### config.mk
export PLATFORM = sky130hd
export DESIGN_NAME = trap_ctrl
export DESIGN_NICKNAME = d
export VERILOG_FILES = /design/src/rtl/trap_ctrl.sv
export SDC_FILE = /design/constraint.sdc
export NUM_CORES = 1
export LEC_CHECK = 0
export CORE_ASPECT_RATIO = 1.75
export CORE_MARGIN = 2
export CORE_UTILIZATION = 51
export DETAILED_ROUTE_END_ITERATION = 10
export MAX_ROUTING_LAYER = met4
export PLACE_DENSITY = 0.81
export SYNTH_ARGS = -nofsm -noshare
export SYNTH_HDL_FRONTEND = slang
export SYNTH_SLANG_ARGS = --single-unit
### constraint.sdc
create_clock -name clk_i -period 6.9 [get_ports clk_i]
set_input_delay 1.035 -clock clk_i [delete_from_list [all_inputs] [get_ports clk_i]]
set_output_delay 1.035 -clock clk_i [all_outputs]
set_load 0.005 [all_outputs]
### src/rtl/trap_ctrl.sv
// Machine-mode trap controller: owns the trap CSRs, arbitrates exceptions, MRET and
// local interrupts, and issues one held fetch redirect per accepted event.
module trap_ctrl #(
   parameter int unsigned     XLEN        = 32,
   parameter int unsigned     NUM_IRQ     = 16,
   parameter logic [XLEN-1:0] RESET_MTVEC = '0,
   parameter bit              VECTORED_EN = 1'b1
) (
   input  logic               clk_i,
   input  logic               rst_i,
   input  logic               exc_valid_i,
   input  logic [3:0]         exc_cause_i,
   input  logic [XLEN-1:0]    exc_pc_i,
   input  logic [XLEN-1:0]    exc_tval_i,
   input  logic [XLEN-1:0]    irq_pc_i,
   input  logic [NUM_IRQ-1:0] irq_lines_i,
   input  logic               mret_i,
   input  logic [11:0]        csr_addr_i,
   input  logic               csr_wen_i,
   input  logic [XLEN-1:0]    csr_wdata_i,
   output logic [XLEN-1:0]    csr_rdata_o,
   output logic               csr_hit_o,
   output logic               redirect_valid_o,
   output logic [XLEN-1:0]    redirect_pc_o,
   input  logic               redirect_ready_i
);

   localparam logic [11:0] ADDR_MSTATUS = 12'h300;
   localparam logic [11:0] ADDR_MIE     = 12'h304;
   localparam logic [11:0] ADDR_MTVEC   = 12'h305;
   localparam logic [11:0] ADDR_MEPC    = 12'h341;
   localparam logic [11:0] ADDR_MCAUSE  = 12'h342;
   localparam logic [11:0] ADDR_MTVAL   = 12'h343;
   localparam logic [11:0] ADDR_MIP     = 12'h344;

   typedef enum logic [0:0] {ST_IDLE = 1'b0, ST_REDIRECT = 1'b1} state_e;

   state_e              state_q, state_d;
   logic                redirect_valid_q, redirect_valid_d;
   logic [XLEN-1:0]     redirect_pc_q, redirect_pc_d;
   logic                mie_q, mie_d, mpie_q, mpie_d;
   logic [NUM_IRQ-1:0]  mie_en_q, mie_en_d;
   logic [XLEN-3:0]     mtvec_base_q, mtvec_base_d;
   logic                mtvec_mode_q, mtvec_mode_d;
   logic [XLEN-1:0]     mepc_q, mepc_d, mcause_q, mcause_d, mtval_q, mtval_d;

   logic [NUM_IRQ-1:0]  pending_s;
   logic [4:0]          irq_idx_s, irq_cause_s;
   logic                irq_any_s, event_s;
   logic [XLEN-1:0]     base_pc_s, irq_target_s, irq_mcause_s;

   // Interrupt pick: lowest-index pending line wins
   always_comb begin
      pending_s = irq_lines_i & mie_en_q & {NUM_IRQ{mie_q}};
      irq_any_s = |pending_s;
      irq_idx_s = 5'd0;
      for (int i = NUM_IRQ - 1; i >= 0; i--) begin
         irq_idx_s = pending_s[i] ? 5'(i) : irq_idx_s;
      end
      irq_cause_s  = 5'd16 + irq_idx_s;
      irq_mcause_s = '0;
      irq_mcause_s[XLEN-1] = 1'b1;
      irq_mcause_s[4:0]    = irq_cause_s;
      base_pc_s    = {mtvec_base_q, 2'b00};
      irq_target_s = mtvec_mode_q ? (base_pc_s + (XLEN'(irq_cause_s) << 2)) : base_pc_s;
   end

   // CSR read mux and address decode
   always_comb begin
      csr_rdata_o = '0;
      csr_hit_o   = 1'b1;
      case (csr_addr_i)
         ADDR_MSTATUS: begin
            csr_rdata_o[12:11] = 2'b11;
            csr_rdata_o[7]     = mpie_q;
            csr_rdata_o[3]     = mie_q;
         end
         ADDR_MIE:    csr_rdata_o[16 +: NUM_IRQ] = mie_en_q;
         ADDR_MTVEC:  csr_rdata_o = {mtvec_base_q, 1'b0, mtvec_mode_q};
         ADDR_MEPC:   csr_rdata_o = mepc_q;
         ADDR_MCAUSE: csr_rdata_o = mcause_q;
         ADDR_MTVAL:  csr_rdata_o = mtval_q;
         ADDR_MIP:    csr_rdata_o[16 +: NUM_IRQ] = irq_lines_i;
         default:     csr_hit_o = 1'b0;
      endcase
   end

   // Next state: CSR writes first, then trap/MRET updates override the trap CSRs
   always_comb begin
      state_d          = state_q;
      redirect_valid_d = redirect_valid_q;
      redirect_pc_d    = redirect_pc_q;
      mie_d            = mie_q;
      mpie_d           = mpie_q;
      mie_en_d         = mie_en_q;
      mtvec_base_d     = mtvec_base_q;
      mtvec_mode_d     = mtvec_mode_q;
      mepc_d           = mepc_q;
      mcause_d         = mcause_q;
      mtval_d          = mtval_q;
      event_s          = (state_q == ST_IDLE) && (exc_valid_i || mret_i || irq_any_s);

      if (csr_wen_i) begin
         case (csr_addr_i)
            ADDR_MIE: mie_en_d = csr_wdata_i[16 +: NUM_IRQ];
            ADDR_MTVEC: begin
               mtvec_base_d = csr_wdata_i[XLEN-1:2];
               mtvec_mode_d = csr_wdata_i[0] & VECTORED_EN;
            end
            ADDR_MSTATUS: begin
               if (!event_s) begin
                  mie_d  = csr_wdata_i[3];
                  mpie_d = csr_wdata_i[7];
               end else begin
                  mie_d  = mie_q;
               end
            end
            ADDR_MEPC:   mepc_d   = event_s ? mepc_q   : {csr_wdata_i[XLEN-1:2], 2'b00};
            ADDR_MCAUSE: mcause_d = event_s ? mcause_q : csr_wdata_i;
            ADDR_MTVAL:  mtval_d  = event_s ? mtval_q  : csr_wdata_i;
            default:     mie_en_d = mie_en_q;
         endcase
      end else begin
         mie_en_d = mie_en_q;
      end

      case (state_q)
         ST_IDLE: begin
            if (exc_valid_i) begin
               mepc_d        = {exc_pc_i[XLEN-1:2], 2'b00};
               mcause_d      = XLEN'(exc_cause_i);
               mtval_d       = exc_tval_i;
               mpie_d        = mie_q;
               mie_d         = 1'b0;
               redirect_pc_d = base_pc_s;
            end else if (mret_i) begin
               mie_d         = mpie_q;
               mpie_d        = 1'b1;
               redirect_pc_d = mepc_q;
            end else if (irq_any_s) begin
               mepc_d        = {irq_pc_i[XLEN-1:2], 2'b00};
               mcause_d      = irq_mcause_s;
               mtval_d       = '0;
               mpie_d        = mie_q;
               mie_d         = 1'b0;
               redirect_pc_d = irq_target_s;
            end else begin
               redirect_pc_d = redirect_pc_q;
            end
            if (event_s) begin
               state_d          = ST_REDIRECT;
               redirect_valid_d = 1'b1;
            end else begin
               state_d          = ST_IDLE;
            end
         end
         ST_REDIRECT: begin
            if (redirect_ready_i) begin
               state_d          = ST_IDLE;
               redirect_valid_d = 1'b0;
            end else begin
               state_d          = ST_REDIRECT;
            end
         end
         default: begin
            state_d          = ST_IDLE;
            redirect_valid_d = 1'b0;
         end
      endcase
   end

   // State and CSR registers
   always_ff @(posedge clk_i or posedge rst_i) begin
      if (rst_i) begin
         state_q          <= ST_IDLE;
         redirect_valid_q <= 1'b0;
         redirect_pc_q    <= '0;
         mie_q            <= 1'b0;
         mpie_q           <= 1'b0;
         mie_en_q         <= '0;
         mtvec_base_q     <= RESET_MTVEC[XLEN-1:2];
         mtvec_mode_q     <= RESET_MTVEC[0] & VECTORED_EN;
         mepc_q           <= '0;
         mcause_q         <= '0;
         mtval_q          <= '0;
      end else begin
         state_q          <= state_d;
         redirect_valid_q <= redirect_valid_d;
         redirect_pc_q    <= redirect_pc_d;
         mie_q            <= mie_d;
         mpie_q           <= mpie_d;
         mie_en_q         <= mie_en_d;
         mtvec_base_q     <= mtvec_base_d;
         mtvec_mode_q     <= mtvec_mode_d;
         mepc_q           <= mepc_d;
         mcause_q         <= mcause_d;
         mtval_q          <= mtval_d;
      end
   end

   assign redirect_valid_o = redirect_valid_q;
   assign redirect_pc_o    = redirect_pc_q;

endmodule

==> impl_metrics.env <==
export IMPL_run_status="finished, final reports clean"
export IMPL_largest_net_degree_at_the_start_of_global_routing=88
export IMPL_multiInputGateArea_um2=5370
export IMPL_period_share_pct=80.3
export IMPL_clk_latency_ns=0.44
export IMPL_timing_setup_critical_path_class="in -> out"
export IMPL_layout_drive_gt1_share_pct=9.36
export IMPL_detail_route_iter0_violations=738
export IMPL_postSynth_asyncResetShare_pct=100
export IMPL_ys_seq_elements=179
export IMPL_drc=0
export IMPL_hold_viol=0
export IMPL_postLayoutSetupSlackWorst_ns=1.36
export IMPL_cts_made_buffers=17
export IMPL_ant_nets=0
export IMPL_synthDominantAreaCellType="sky130_fd_sc_hd__dfrtp_1"
export IMPL_synth_yosys_warnings=0
export IMPL_grt_usage_pct=34.2
export IMPL_num_io_pins=232
export IMPL_timing_critical_path_arrival_ns=4.51
export IMPL_place_congestion=1.00
export IMPL_placeableCoreArea_um2=19700
export IMPL_setup_worst_path_end_class="output pin"
export IMPL_timing_max_slew_rel_slack_pct=20.8
export IMPL_cts_clk_slew_worst_paths_ns=0.07
export IMPL_chipHeight_um=191
export IMPL_totalPowerFinal_mw=2.71
export IMPL_vdd_ir_drop_max_v=0.000185
export IMPL_timing_final_crit_period_ns=5.54
export IMPL_numClockSinks=179
export IMPL_rsz0062_at_grt="no"
export IMPL_synth_edf_count=0
export IMPL_worstMarginPinSlew_ns=1.19
export IMPL_synthesis_instances=1078
export IMPL_area_growth_syn_to_layout_pct=28.9
export IMPL_detailedPlacementHpwl_mm=25.3
export IMPL_via_count=9680
export IMPL_synth_cell_type_count=67
export IMPL_grt_first_pass_wirelength_mm=54.0
export IMPL_routedWlPerCell_um=23.4
export IMPL_synth_avg_cell_area_um2=9.50
export IMPL_synth_seq_area_share_pct=43.7
export IMPL_commonest_cells_after_routing_fill_and_taps_aside="sky130_fd_sc_hd__clkdlybuf4s50_1, sky130_fd_sc_hd__dfrtp_1, sky130_fd_sc_hd__nand2_1"
export IMPL_cts_repair_resized=0
export IMPL_fmax_mhz=180
export IMPL_hold_slack_ns=0.472
export IMPL_grt_pass1_vias=9601
export IMPL_drt_pass1_iter_count=6
export IMPL_final_cell_count_no_fill=1518
export IMPL_postLayoutCellArea_um2=13200
export IMPL_power_per_cell_area_nw_per_um2=206
export IMPL_postCtsSetupRepairBufs=0
export IMPL_cts_htree_levels=4
export IMPL_seqCellArea_um2=4480
export IMPL_most_frequent_standard_cell_in_the_layout_excluding_fill_and_tap_cells="sky130_fd_sc_hd__clkdlybuf4s50_1"
export IMPL_port_buffers=227
export IMPL_post_synth_instance_area_um2=10200
export IMPL_top_area_cells_in_the_synthesized_netlist="sky130_fd_sc_hd__dfrtp_1, sky130_fd_sc_hd__mux2i_1, sky130_fd_sc_hd__nand2_1, sky130_fd_sc_hd__mux2_2, sky130_fd_sc_hd__o21ai_0"
export IMPL_place_inst=1485
export IMPL_tritoncts="yes"
export IMPL_floorplan_initialDensity_pct=51.9
export IMPL_post_synthesis_net_count=1249
export IMPL_fin_worst_skew_ns=0.00981
export IMPL_initial_antenna_violation_count=1
export IMPL_floorplan_die_width_um=111
export IMPL_routed_via_density=6.38
export IMPL_ctsLongestPathBuffers=2
export IMPL_totalWireLength_mm=35.5
export IMPL_maxCapViolCount=0
export IMPL_critical_path_peak_fanout=12
export IMPL_placementRows=68
export IMPL_area_fraction_of_the_dominant_cell_type_after_synthesis_pct=43.7
export IMPL_power_leakage_nw=5.66
export IMPL_clockRootBuffer="sky130_fd_sc_hd__clkbuf_16"
export IMPL_pre_cts_ws_ns=1.45
export IMPL_timing_critical_path_from_type="input pin"
export IMPL_yosys_most_used_dff="sky130_fd_sc_hd__dfrtp_1"
export IMPL_cts_hold_fix_buffers=0
export IMPL_report_final_slew_viol_count=0
export IMPL_timing_setup_tns_ns=0
export IMPL_fin_nets=1430
export IMPL_final_design_utilization_pct=66.9
export IMPL_min_path_type="reg -> reg"
export IMPL_placed_cell_area_um2=12600
export IMPL_crit_required_ns=5.86
export IMPL_design_die_area_um2=21300
export IMPL_final_fill_count=1594
export IMPL_final_setup_viol_count=0
export IMPL_grt_overflow_total=0
[path summary, 6_finish.rpt]
kind / startpoint / endpoint / slack [ns] / cells past startpoint
max in group asynchronous: rst_i / redirect_pc_o[25] / 4.54 / 3
max reg2reg: mie_en_q[14] / redirect_pc_o[22] / 3.01 / 14
min in group asynchronous: rst_i / mepc_q[12] / 1.09 / 2
min: redirect_pc_o[0] / redirect_pc_o[0] / 0.47 / 2
max: csr_addr_i[3] / csr_rdata_o[17] / 1.36 / 8
min reg2reg: redirect_pc_o[0] / redirect_pc_o[0] / 0.47 / 2
[cell families after synthesis]
kind of cell	Yosys count	synth area share [%]
multiplexers	167	16.9
buffers and inverters	99	4.31
adder cells (fa/ha/maj)	5	0.684
XOR/XNOR	3	0.257
AO/OA/AOI/OAI	324	20.7
flip-flops	179	43.7
AND/OR/NAND/NOR	301	13.4
[state kept, by name, indices dropped and copies added, names as in the netlist]
signal,flops
redirect_pc_o,32
mtvec_base_q,30
redirect_valid_o,1
mie_en_q,16
state_q,1
mie_q,1
mpie_q,1
mcause_q,32
mtvec_mode_q,1
mtval_q,32
mepc_q,32
[where the power goes]
| part | switching [mW] | internal [mW] | total [mW] | leakage, nW |
|---|---|---|---|---|
| Sequential | 0.118 | 1.17 | 1.28 | 2.35 |
| Combinational | 0.226 | 0.254 | 0.480 | 3.03 |
| Clock | 0.436 | 0.514 | 0.950 | 0.274 |
[cell type report]
class | instances | share of cell area [%]
antenna | 1 | 0.0190
clock buffer | 20 | 3.38
clock inverter | 12 | 0.929
inverter | 13 | 0.408
multi-input combinational | 800 | 40.6
sequential | 179 | 33.9
tap | 245 | 2.32
timing repair buffer | 248 | 18.4
[cell usage after synthesis, types with 8 or more instances]
library cell               instances
sky130_fd_sc_hd__a21o_1           10
sky130_fd_sc_hd__a21oi_1          55
sky130_fd_sc_hd__a221o_1          14
sky130_fd_sc_hd__a221oi_1         16
sky130_fd_sc_hd__a22oi_1          45
sky130_fd_sc_hd__a31oi_1          11
sky130_fd_sc_hd__clkbuf_1         65
sky130_fd_sc_hd__dfrtp_1         179
sky130_fd_sc_hd__inv_1            12
sky130_fd_sc_hd__mux2_2           49
sky130_fd_sc_hd__mux2i_1         118
sky130_fd_sc_hd__nand2_1         148
sky130_fd_sc_hd__nand2b_1          8
sky130_fd_sc_hd__nand3_1          20
sky130_fd_sc_hd__nand4_1          13
sky130_fd_sc_hd__nor2_1           69
sky130_fd_sc_hd__nor3_1            9
sky130_fd_sc_hd__o211ai_1         10
sky130_fd_sc_hd__o21ai_0          80
sky130_fd_sc_hd__o21ai_1          26
sky130_fd_sc_hd__o221ai_1          8
sky130_fd_sc_hd__o22a_1            8
[worst max-delay path, cell delays in order]
cell and delay [ns]:
sky130_fd_sc_hd__clkdlybuf4s50_1 0.40, sky130_fd_sc_hd__or4_4 0.54, sky130_fd_sc_hd__nor4_4 0.48, sky130_fd_sc_hd__nand3b_2 0.16
sky130_fd_sc_hd__nor3b_2 0.84, sky130_fd_sc_hd__a221oi_1 0.21, sky130_fd_sc_hd__o21ai_0 0.25, sky130_fd_sc_hd__clkdlybuf4s50_1 0.59
[per-layer routing]
metal,track usage (%),part of all wire [%],vias up
li1,-,-,4329
met1,36.2,34,4642
met2,56.1,50,566
met3,5.64,6.9,143
met4,28.0,9.1,0
met5,-,0,-
No activity file was read; power rests on OpenSTA's default activity.
